<file path="config.mk">
export PLATFORM = sky130hd
export DESIGN_NAME = ddr_burst_scheduler_flat
export DESIGN_NICKNAME = d
export VERILOG_FILES = /design/src/rtl/ddr_burst_scheduler_if.sv /design/src/rtl/ddr_burst_scheduler.sv /design/src/flat_wrapper.sv
export SDC_FILE = /design/constraint.sdc
export NUM_CORES = 1
export LEC_CHECK = 0
export CAP_MARGIN = 20
export CORE_MARGIN = 2
export CORE_UTILIZATION = 35
export CTS_BUF_LIST = sky130_fd_sc_hd__clkbuf_8 sky130_fd_sc_hd__clkbuf_16
export DETAILED_ROUTE_END_ITERATION = 8
export PLACE_DENSITY = 0.6
export SYNTH_ARGS = -nofsm -noshare
export SYNTH_HDL_FRONTEND = slang
export SYNTH_SLANG_ARGS = --single-unit
</file>
<file path="constraint.sdc">
create_clock -name ACLK -period 3.29 [get_ports ACLK]
set_input_delay 0.4935 -clock ACLK [delete_from_list [all_inputs] [get_ports ACLK]]
set_output_delay 0.4935 -clock ACLK [all_outputs]
set_load 0.02 [all_outputs]
</file>
<file path="src/rtl/ddr_burst_scheduler_if.sv">
// Burst command channel between the DDR burst scheduler and the AXI address/response logic.
interface ddr_burst_scheduler_if #(
   parameter int unsigned ADDR_WIDTH = 49
);
   logic                  cmd_valid;
   logic                  cmd_ready;
   logic                  cmd_write;
   logic [ADDR_WIDTH-1:0] cmd_addr;
   logic [7:0]            cmd_len;
   logic                  wr_done;
   logic                  rd_done;

   modport master (
      output cmd_valid, cmd_write, cmd_addr, cmd_len,
      input  cmd_ready, wr_done, rd_done
   );

   modport slave (
      input  cmd_valid, cmd_write, cmd_addr, cmd_len,
      output cmd_ready, wr_done, rd_done
   );
endinterface

</file>
<file path="src/rtl/ddr_burst_scheduler.sv">
// Shares one AXI4 master between the camera write FIFO and the video read-back FIFO:
// arbitrates bursts, generates per-frame wrapping addresses and bounds in-flight bursts.
module ddr_burst_scheduler #(
   parameter int unsigned ADDR_WIDTH      = 49,
   parameter logic [63:0] BASE_ADDR       = 64'd0,
   parameter int unsigned FRAME_BYTES     = 33177600,
   parameter int unsigned BURST_BEATS     = 16,
   parameter int unsigned BEAT_BYTES      = 16,
   parameter int unsigned COUNT_WIDTH     = 12,
   parameter int unsigned MAX_OUTSTANDING = 8,
   parameter int unsigned HIGH_WATER      = 1024
) (
   input  logic                   ACLK,
   input  logic                   ARESETN,
   input  logic [COUNT_WIDTH-1:0] wr_fifo_count,
   input  logic [COUNT_WIDTH-1:0] rd_fifo_space,
   input  logic                   frame_start_wr,
   input  logic                   frame_start_rd,
   ddr_burst_scheduler_if.master  bus,
   output logic [1:0]             state,
   output logic                   err
);

   localparam int unsigned BURST_BYTES = BURST_BEATS * BEAT_BYTES;
   localparam int unsigned OFF_W       = $clog2(FRAME_BYTES + 1);
   localparam int unsigned OUT_W       = $clog2(MAX_OUTSTANDING + 1);
   localparam int unsigned NEED_W      = 32;

   typedef enum logic [1:0] {
      ST_IDLE  = 2'd0,
      ST_ARB   = 2'd1,
      ST_ISSUE = 2'd2,
      ST_HOLD  = 2'd3
   } state_t;

   state_t             state_q, state_d;
   logic               wr_armed, rd_armed;
   logic [OFF_W-1:0]   wr_offset, rd_offset;
   logic [OUT_W-1:0]   wr_out, rd_out;
   logic               last_grant_wr;
   logic               wr_restart, rd_restart;

   logic               wr_elig_c, rd_elig_c, grant_wr_c, accept_c;
   logic [NEED_W-1:0]  rd_need_c;

   function automatic logic [OFF_W-1:0] advance(input logic [OFF_W-1:0] off);
      logic [OFF_W:0] nxt;
      nxt = (OFF_W+1)'(off) + (OFF_W+1)'(BURST_BYTES);
      return (nxt == (OFF_W+1)'(FRAME_BYTES)) ? '0 : OFF_W'(nxt);
   endfunction

   // Accept and done together cancel; a done with nothing in flight leaves the count at zero.
   function automatic logic [OUT_W-1:0] next_out(input logic [OUT_W-1:0] cur,
                                                  input logic inc, input logic dec);
      if (inc && !dec)               return cur + OUT_W'(1);
      if (dec && !inc && cur != '0)  return cur - OUT_W'(1);
      return cur;
   endfunction

   // Read eligibility reserves FIFO space for every read already in flight.
   always_comb begin
      rd_need_c  = NEED_W'(BURST_BEATS) * (NEED_W'(rd_out) + NEED_W'(1));
      wr_elig_c  = wr_armed && (wr_fifo_count >= COUNT_WIDTH'(BURST_BEATS))
                   && (wr_out < OUT_W'(MAX_OUTSTANDING));
      rd_elig_c  = rd_armed && (NEED_W'(rd_fifo_space) >= rd_need_c)
                   && (rd_out < OUT_W'(MAX_OUTSTANDING));
      grant_wr_c = 1'b0;
      if (wr_elig_c && (wr_fifo_count >= COUNT_WIDTH'(HIGH_WATER)))
         grant_wr_c = 1'b1;
      else if (wr_elig_c && !rd_elig_c)
         grant_wr_c = 1'b1;
      else if (wr_elig_c && rd_elig_c)
         grant_wr_c = !last_grant_wr;
      accept_c = bus.cmd_valid && bus.cmd_ready;
   end

   always_ff @(posedge ACLK or negedge ARESETN) begin
      if (!ARESETN) state_q <= ST_IDLE;
      else          state_q <= state_d;
   end

   always_comb begin
      state_d = state_q;
      case (state_q)
         ST_IDLE:  if (wr_armed || rd_armed)   state_d = ST_ARB;
         ST_ARB:   if (wr_elig_c || rd_elig_c) state_d = ST_ISSUE;
         ST_ISSUE: if (accept_c)               state_d = ST_HOLD;
         ST_HOLD:                              state_d = ST_ARB;
         default:                              state_d = ST_IDLE;
      endcase
   end

   assign state = state_q;

   // Command register, offsets, outstanding counters and sticky error.
   always_ff @(posedge ACLK or negedge ARESETN) begin
      if (!ARESETN) begin
         bus.cmd_valid <= 1'b0;
         bus.cmd_write <= 1'b0;
         bus.cmd_addr  <= ADDR_WIDTH'(BASE_ADDR);
         bus.cmd_len   <= 8'(BURST_BEATS - 1);
         err           <= 1'b0;
         wr_armed      <= 1'b0;
         rd_armed      <= 1'b0;
         wr_offset     <= '0;
         rd_offset     <= '0;
         wr_out        <= '0;
         rd_out        <= '0;
         last_grant_wr <= 1'b0;
         wr_restart    <= 1'b0;
         rd_restart    <= 1'b0;
      end else begin
         bus.cmd_valid <= (state_d == ST_ISSUE);
         if ((state_q == ST_ARB) && (wr_elig_c || rd_elig_c)) begin
            bus.cmd_write <= grant_wr_c;
            bus.cmd_addr  <= ADDR_WIDTH'(BASE_ADDR)
                             + ADDR_WIDTH'(grant_wr_c ? wr_offset : rd_offset);
         end

         wr_armed <= wr_armed || frame_start_wr;
         rd_armed <= rd_armed || frame_start_rd;

         // A frame start seen while a command waits discards that command's offset advance.
         if (accept_c)                                      wr_restart <= 1'b0;
         else if (frame_start_wr && (state_q == ST_ISSUE))  wr_restart <= 1'b1;
         if (accept_c)                                      rd_restart <= 1'b0;
         else if (frame_start_rd && (state_q == ST_ISSUE))  rd_restart <= 1'b1;

         if (frame_start_wr)
            wr_offset <= '0;
         else if (accept_c && bus.cmd_write)
            wr_offset <= wr_restart ? '0 : advance(wr_offset);
         if (frame_start_rd)
            rd_offset <= '0;
         else if (accept_c && !bus.cmd_write)
            rd_offset <= rd_restart ? '0 : advance(rd_offset);

         if (accept_c) last_grant_wr <= bus.cmd_write;

         wr_out <= next_out(wr_out, accept_c && bus.cmd_write, bus.wr_done);
         rd_out <= next_out(rd_out, accept_c && !bus.cmd_write, bus.rd_done);

         if ((bus.wr_done && (wr_out == '0)) || (bus.rd_done && (rd_out == '0)))
            err <= 1'b1;
      end
   end

endmodule
</file>
<file path="src/flat_wrapper.sv">
// flat-port wrapper written by rule: the top's interface ports become plain ports
module ddr_burst_scheduler_flat 
#(
   parameter int unsigned ADDR_WIDTH      = 49,
   parameter logic [63:0] BASE_ADDR       = 64'd0,
   parameter int unsigned FRAME_BYTES     = 33177600,
   parameter int unsigned BURST_BEATS     = 16,
   parameter int unsigned BEAT_BYTES      = 16,
   parameter int unsigned COUNT_WIDTH     = 12,
   parameter int unsigned MAX_OUTSTANDING = 8,
   parameter int unsigned HIGH_WATER      = 1024
)
  (ACLK, ARESETN, wr_fifo_count, rd_fifo_space, frame_start_wr, frame_start_rd, state, err, bus_cmd_valid, bus_cmd_write, bus_cmd_addr, bus_cmd_len, bus_cmd_ready, bus_wr_done, bus_rd_done);
  ddr_burst_scheduler_if #(.ADDR_WIDTH(ADDR_WIDTH)) bus_i ();
  input  logic ACLK;
  input  logic ARESETN;
  input  logic [COUNT_WIDTH-1:0] wr_fifo_count;
  input  logic [COUNT_WIDTH-1:0] rd_fifo_space;
  input  logic frame_start_wr;
  input  logic frame_start_rd;
  output logic [1:0] state;
  output logic err;
  output wire logic [$bits(bus_i.cmd_valid)-1:0] bus_cmd_valid;
  output wire logic [$bits(bus_i.cmd_write)-1:0] bus_cmd_write;
  output wire logic [$bits(bus_i.cmd_addr)-1:0] bus_cmd_addr;
  output wire logic [$bits(bus_i.cmd_len)-1:0] bus_cmd_len;
  input wire logic [$bits(bus_i.cmd_ready)-1:0] bus_cmd_ready;
  input wire logic [$bits(bus_i.wr_done)-1:0] bus_wr_done;
  input wire logic [$bits(bus_i.rd_done)-1:0] bus_rd_done;
  assign bus_cmd_valid = bus_i.cmd_valid;
  assign bus_cmd_write = bus_i.cmd_write;
  assign bus_cmd_addr = bus_i.cmd_addr;
  assign bus_cmd_len = bus_i.cmd_len;
  assign bus_i.cmd_ready = bus_cmd_ready;
  assign bus_i.wr_done = bus_wr_done;
  assign bus_i.rd_done = bus_rd_done;
  ddr_burst_scheduler #(.ADDR_WIDTH(ADDR_WIDTH), .BASE_ADDR(BASE_ADDR), .FRAME_BYTES(FRAME_BYTES), .BURST_BEATS(BURST_BEATS), .BEAT_BYTES(BEAT_BYTES), .COUNT_WIDTH(COUNT_WIDTH), .MAX_OUTSTANDING(MAX_OUTSTANDING), .HIGH_WATER(HIGH_WATER)) u_core (.ACLK(ACLK), .ARESETN(ARESETN), .wr_fifo_count(wr_fifo_count), .rd_fifo_space(rd_fifo_space), .frame_start_wr(frame_start_wr), .frame_start_rd(frame_start_rd), .bus(bus_i), .state(state), .err(err));
endmodule
</file>
# --- Word-level counts from Yosys, hierarchy flattened ---
# Cells that the tools add are included.
op_classes:
  n_addsub: 7
  magnitude_cmp: 5
  eq_ne: 6
  mux: 34
  reduce_logical: 44
op_table:
  columns: ["operator", "count"]
  rows:
  - ["$mux W25", 9]
  - ["$add A25 B9 Y26 const B", 2]
  - ["$eq A26 B25 Y1 const B", 2]
  - ["$ge A12 B32 Y1", 1]
  - ["$mux W4", 8]
  - ["$logic_and A1 B1 Y1", 21]
  - ["$mux W1", 13]
  - ["$ge A12 B11 Y1 const B", 1]
  - ["$ge A12 B5 Y1 const B", 1]
  - ["$reduce_bool A2 Y1", 6]
  - ["$add A4 B1 Y4 const B", 2]
  - ["$logic_not A4 Y1", 2]
  - ["$lt A4 B4 Y1 const B", 2]
  - ["$pmux W2 S4", 1]
  - ["$reduce_bool A4 Y1", 2]
  - ["$sub A4 B1 Y4 const B", 2]
  - ["$logic_not A1 Y1", 7]
  - ["$eq A2 B2 Y1 const B", 3]
  - ["$mux W2", 3]
  - ["$add A4 B1 Y5 const B", 1]
  - ["$logic_or A1 B1 Y1", 5]
  - ["$eq A2 B1 Y1 const B", 1]
  - ["$logic_not A2 Y1", 1]
word_totals:
  ff_bits: 117
  elab_cells: 110

# --- Depth between registers and ports, before layout ---
logic_depth:
  word_depth: 9
  ltp_mapped: 11
  ltp_nobuf: 10

# --- Worst setup path before layout ---
# No wires, ideal clock.
synth_timing:
  kind: "flip-flop to flip-flop"
  startpoint: "register u_core.rd_out[1]"
  endpoint: "register u_core.bus.cmd_addr[8]"
  arrival_ps: 2425
  required_ps: 3167
  slack_ps: 742
  path_stages_with_launch: 12
  n_path_buf: 1
  synth_period_minus_slack_ps: 2548
  path_cell_list: "dfrtp_1 ha_1 nand3_1 ha_1 or4_1 nor3_1 o211a_1 nor3_2 nand3_1 nand3_2 buf_2 o221a_2"
synth_via:
  elab_chain_cells: 9
synth_rtl:
  columns: ["element", "line", "source"]
  rows:
  - ["from (decl)", "ddr_burst_scheduler.sv:39", "logic [OUT_W-1:0] wr_out, rd_out;"]
  - ["from (signal assigned)", "ddr_burst_scheduler.sv:141", "rd_out <= next_out(rd_out, accept_c && !bus.cmd_write, bus.rd_done);"]
  - ["$add A4 B1 Y5", "ddr_burst_scheduler.sv:62", "rd_need_c = NEED_W'(BURST_BEATS) * (NEED_W'(rd_out) + NEED_W'(1));"]
  - ["$ge A12 B32 Y1", "ddr_burst_scheduler.sv:65", "rd_elig_c = rd_armed && (NEED_W'(rd_fifo_space) >= rd_need_c)"]
  - ["$logic_and A1 B1 Y1", "ddr_burst_scheduler.sv:65", null]
  - ["$logic_and A1 B1 Y1 *", "ddr_burst_scheduler.sv:66", "&& (rd_out < OUT_W'(MAX_OUTSTANDING));"]
  - ["$logic_and A1 B1 Y1 or $logic_not A1 Y1 (tied branches)", "ddr_burst_scheduler.sv:72, ddr_burst_scheduler.sv:70", null]
  - ["$mux W1 or $logic_and A1 B1 Y1 (tied branches)", "ddr_burst_scheduler.sv:72, ddr_burst_scheduler.sv:70", null]
  - ["$mux W1", "ddr_burst_scheduler.sv:70", "else if (wr_elig_c && !rd_elig_c)"]
  - ["$mux W1", "ddr_burst_scheduler.sv:68", "if (wr_elig_c && (wr_fifo_count >= COUNT_WIDTH'(HIGH_WATER)))"]
  - ["$mux W25", "ddr_burst_scheduler.sv:117", "+ ADDR_WIDTH'(grant_wr_c ? wr_offset : rd_offset);"]
  - ["to (signal assigned)", "ddr_burst_scheduler.sv:100", "bus.cmd_addr <= ADDR_WIDTH'(BASE_ADDR);"]
  - ["to (signal assigned)", "ddr_burst_scheduler.sv:116", "bus.cmd_addr <= ADDR_WIDTH'(BASE_ADDR)"]
  - ["to (decl)", "ddr_burst_scheduler_if.sv:14", "output cmd_valid, cmd_write, cmd_addr, cmd_len,"]
# Every way passes the cells marked *; elsewhere a longest branch is shown, timed or not.
# A chain may end at the register's enable or synchronous reset.

# --- Final worst setup path ---
layout_timing:
  startpoint: "register u_core.rd_offset[8]"
  endpoint: "register u_core.rd_offset[20]"
layout_via:
  elab_chain_cells: 6
layout_rtl:
  columns: ["element", "line", "source"]
  rows:
  - ["from (decl)", "ddr_burst_scheduler.sv:38", "logic [OFF_W-1:0] wr_offset, rd_offset;"]
  - ["from (signal assigned)", "ddr_burst_scheduler.sv:136", "rd_offset <= rd_restart ? '0 : advance(rd_offset);"]
  - ["$add A25 B9 Y26 *", "ddr_burst_scheduler.sv:48", "nxt = (OFF_W+1)'(off) + (OFF_W+1)'(BURST_BYTES);"]
  - ["$eq A26 B25 Y1", "ddr_burst_scheduler.sv:49", "return (nxt == (OFF_W+1)'(FRAME_BYTES)) ? '0 : OFF_W'(nxt);"]
  - ["$mux W25 *", "ddr_burst_scheduler.sv:49", null]
  - ["$mux W25 *", "ddr_burst_scheduler.sv:136", null]
  - ["$mux W25 *", "ddr_burst_scheduler.sv:135", "else if (accept_c && !bus.cmd_write)"]
  - ["$mux W25 *", "ddr_burst_scheduler.sv:133", "if (frame_start_rd)"]
# Every way passes the cells marked *; elsewhere a longest branch is shown, timed or not. The select of a mux whose other input is x is not followed.

==> results.ini <==
[status]
status = completed

[setup_path]
slowest_delay_ns = 0.52
endpoint_kind = flip-flop
crit_chain = ha_1 -> nand4_1 -> nor4_1 -> nand3_1 -> o21ai_1 -> nand4_2 -> a31oi_1 -> a31oi_1
cp_slowest_cell = dfrtp_1
crit_required_ns = 3.48
start_kind = flip-flop
critPathTopFamily = simple AND/OR/NAND/NOR gates
worstSetupPathType = flip-flop to flip-flop
crit_top_cell = a31oi_1
crit_fanout = 12
cp_data_arrival_time_ns = 2.99
critical_path_buf_inv_count = 0

[die]
io_pins = 93
die_h_um = 117
coreArea_um2 = 12600
std_cell_rows = 41
dieArea_um2 = 13800
die_w_um = 117
start_util_pct = 35.8

[yosys]
synthTopCellsByArea = dfrtp_1, buf_4, o221a_2
synth_cell_type_count = 63
ys_seq_area_share_pct = 38.3
yosys_register_bits = 69
synth_commonest_cells = dfrtp_1, nand2_1, buf_4
syn_area_um2 = 4500
ys_async_sr_fraction_pct = 100
synth_flop_cell = dfrtp_1
synth_area_leader_cell = dfrtp_1
netlist_instances = 510
synth-edff-count = 0
synth.most_common_cell = dfrtp_1
yosysTopAreaCellShare_pct = 38.3
syn-mean-instance-area_um2 = 8.83
yosys_warnings = 8

[grt]
grt_pass1_vias = 3548
grt_pass1_wl_mm = 17.5
antenna_found_initial = 0
grt_util_all_layers_pct = 15.3
grt_overflow_total = 0
grt_max_degree = 70

[detailed_routing]
wl_per_cell_um = 14.9
num_vias = 3847
initialDrtViolationCount = 294
dr.pass1.iters = 5
drt_drc_violations_left = 0
viasPerCell = 5.33
final_antenna_net_count = 0
wl_mm = 10.7

[clock_tree]
clock_latency_ns = 0.33
cts_tree = built
ctsResizeCount = 0
clockRootBuffer = clkbuf_16
numClockSinks = 69
cts_buffer_depth = 2
htree_levels = 3
post_cts_buffers = 0
numCtsBuffers = 9
holdBufCountCts = 0
clk_pin_slew_ns = 0.06

[sta]
tns_ns = 0
min_period_over_period_pct = 85.1
setup_viol = 0
finClkSkew_ns = 0.00721
fmax_mhz = 357
maxSlewHeadroom_pct = 41.1
finalHoldViolations = 0
tightestPinTransition_ns = 0.884
min_period_ns = 2.80
drv_slew = 0
grt_setup_unrepaired = false

[hold_path]
hold_class = input port to async pin

[power]
leakage_nw = 2.22
total_power_mw = 3.83
irDropWorstVdd_v = 0.000288
p_per_area_nw_per_um2 = 728

[finish]
drive_above_1_share_pct = 11.8
nNetsFinal = 589
synthToLayoutAreaGrowth_pct = 16.8
seqCellArea_um2 = 1730
nFillCells = 1226
antenna_cells = 0
multiInputGateArea_um2 = 2400

[run]
cap_viol_max_count = 0

[place]
place_congestion = 0.852
hpwlAfterDp_mm = 7.68
io_buffers = 48

## final timing paths
| kind | startpoint | to | slack, ns | cells past startpoint |
|---|---|---|---|---|
| max | u_core.rd_offset[8]$_DFFE_PN0P_ | u_core.rd_offset[20]$_DFFE_PN0P_ | 0.49 | 8 |
| min | ARESETN | u_core.rd_out[3]$_DFFE_PN0P_ | 0.37 | 2 |
| max reg2reg | u_core.rd_offset[8]$_DFFE_PN0P_ | u_core.rd_offset[20]$_DFFE_PN0P_ | 0.49 | 8 |
| min reg2reg | u_core.err$_DFFE_PN0P_ | u_core.err$_DFFE_PN0P_ | 0.48 | 1 |
| max in group asynchronous | ARESETN | u_core.wr_offset[23]$_DFFE_PN0P_ | 2.34 | 2 |
| min in group ACLK | u_core.err$_DFFE_PN0P_ | u_core.err$_DFFE_PN0P_ | 0.48 | 1 |
## worst reg2reg max path, stage by stage, from the launching register on
cell and delay (ns):
dfrtp_1 0.52, ha_1 0.47, nand4_1 0.25, nor4_1 0.50, nand3_1 0.14, o21ai_1 0.13
nand4_2 0.32, a31oi_1 0.28, a31oi_1 0.06
## sequential cells by signal, indices dropped and copies added (netlist names)
name	count
u_core.rd_out	4
u_core.last_grant_wr	1
u_core.rd_armed	1
u_core.rd_offset	17
u_core.wr_out	4
u_core.rd_restart	1
u_core.err	1
u_core.wr_restart	1
u_core.wr_armed	1
u_core.wr_offset	17
u_core.state	2
u_core.bus.cmd_write	1
u_core.bus.cmd_valid	1
u_core.bus.cmd_addr	17
## power breakdown
part	leakage [nW]	internal [mW]	switching, mW
clock network	0.156	0.667	0.385
registers	0.882	1.07	0.217
logic	1.18	0.736	0.757
## cell usage in the layout, fill, tap and decap left out, types with 4 or more instances in the layout
master           instances
a31oi_1                 17
nor4_1                  10
or2_2                    6
ha_1                    13
nor3_1                  10
a211oi_1                 4
o21ai_1                  4
clkdlybuf4s50_1         47
conb_1                  40
a22o_1                   4
nand2_1                 47
o221a_2                 17
nand4_1                 10
o21ai_0                 30
a21oi_1                 21
clkbuf_16                9
and3_1                   6
inv_1                   15
nand2b_1                19
buf_4                    8
dfrtp_1                 69
nand3_1                 31
xnor2_1                  5
nor2_1                  38
## area by class of cell
class	instances	area share, %
clock buffer	9	4.28
sequential	69	32.8
tap	172	4.09
clock inverter	7	1.88
inverter	15	1.07
timing repair buffer	56	10.2
multi-input combinational	394	45.7
## metrics by stage
stage,worst slack [ns],area (um2),utilization [%],instances,hold WS (ns)
2_1_floorplan,0.742,4650,-,549,0.198
3_3_place_gp,0.353,4940,39.3,706,0.476
3_5_place_dp,0.349,4940,39.3,706,0.482
4_1_cts,0.455,5260,41.9,722,0.418
5_1_grt,0.112,5260,41.9,722,0.454
6_report,0.490,5260,41.9,722,0.374
## routing by layer
layer	vias up	GRT usage [%]	wire (um)
met3	13	3.55	468
li1	1852	-	-
met5	-	0	0
met4	0	4.59	155
met1	1875	20.0	4880
met2	107	25.4	5220
## kinds of logic (layout without fill, tap and decap cells)
kind of cell / count (synthesis) / in the layout / synth area share, %
and+or+nand+nor: 206 / 206 / 24.6
other: 1 / 40 / 0.0833
xor gates and xnor gates: 8 / 8 / 1.56
DFF: 69 / 69 / 38.3
muxes: 2 / 2 / 0.472
adders and majority gates: 13 / 13 / 3.61
AOI/OAI and AO/OA: 125 / 125 / 19.8
buffers and inverters: 86 / 87 / 11.6
Note: power is estimated with default switching activity, not from simulation.
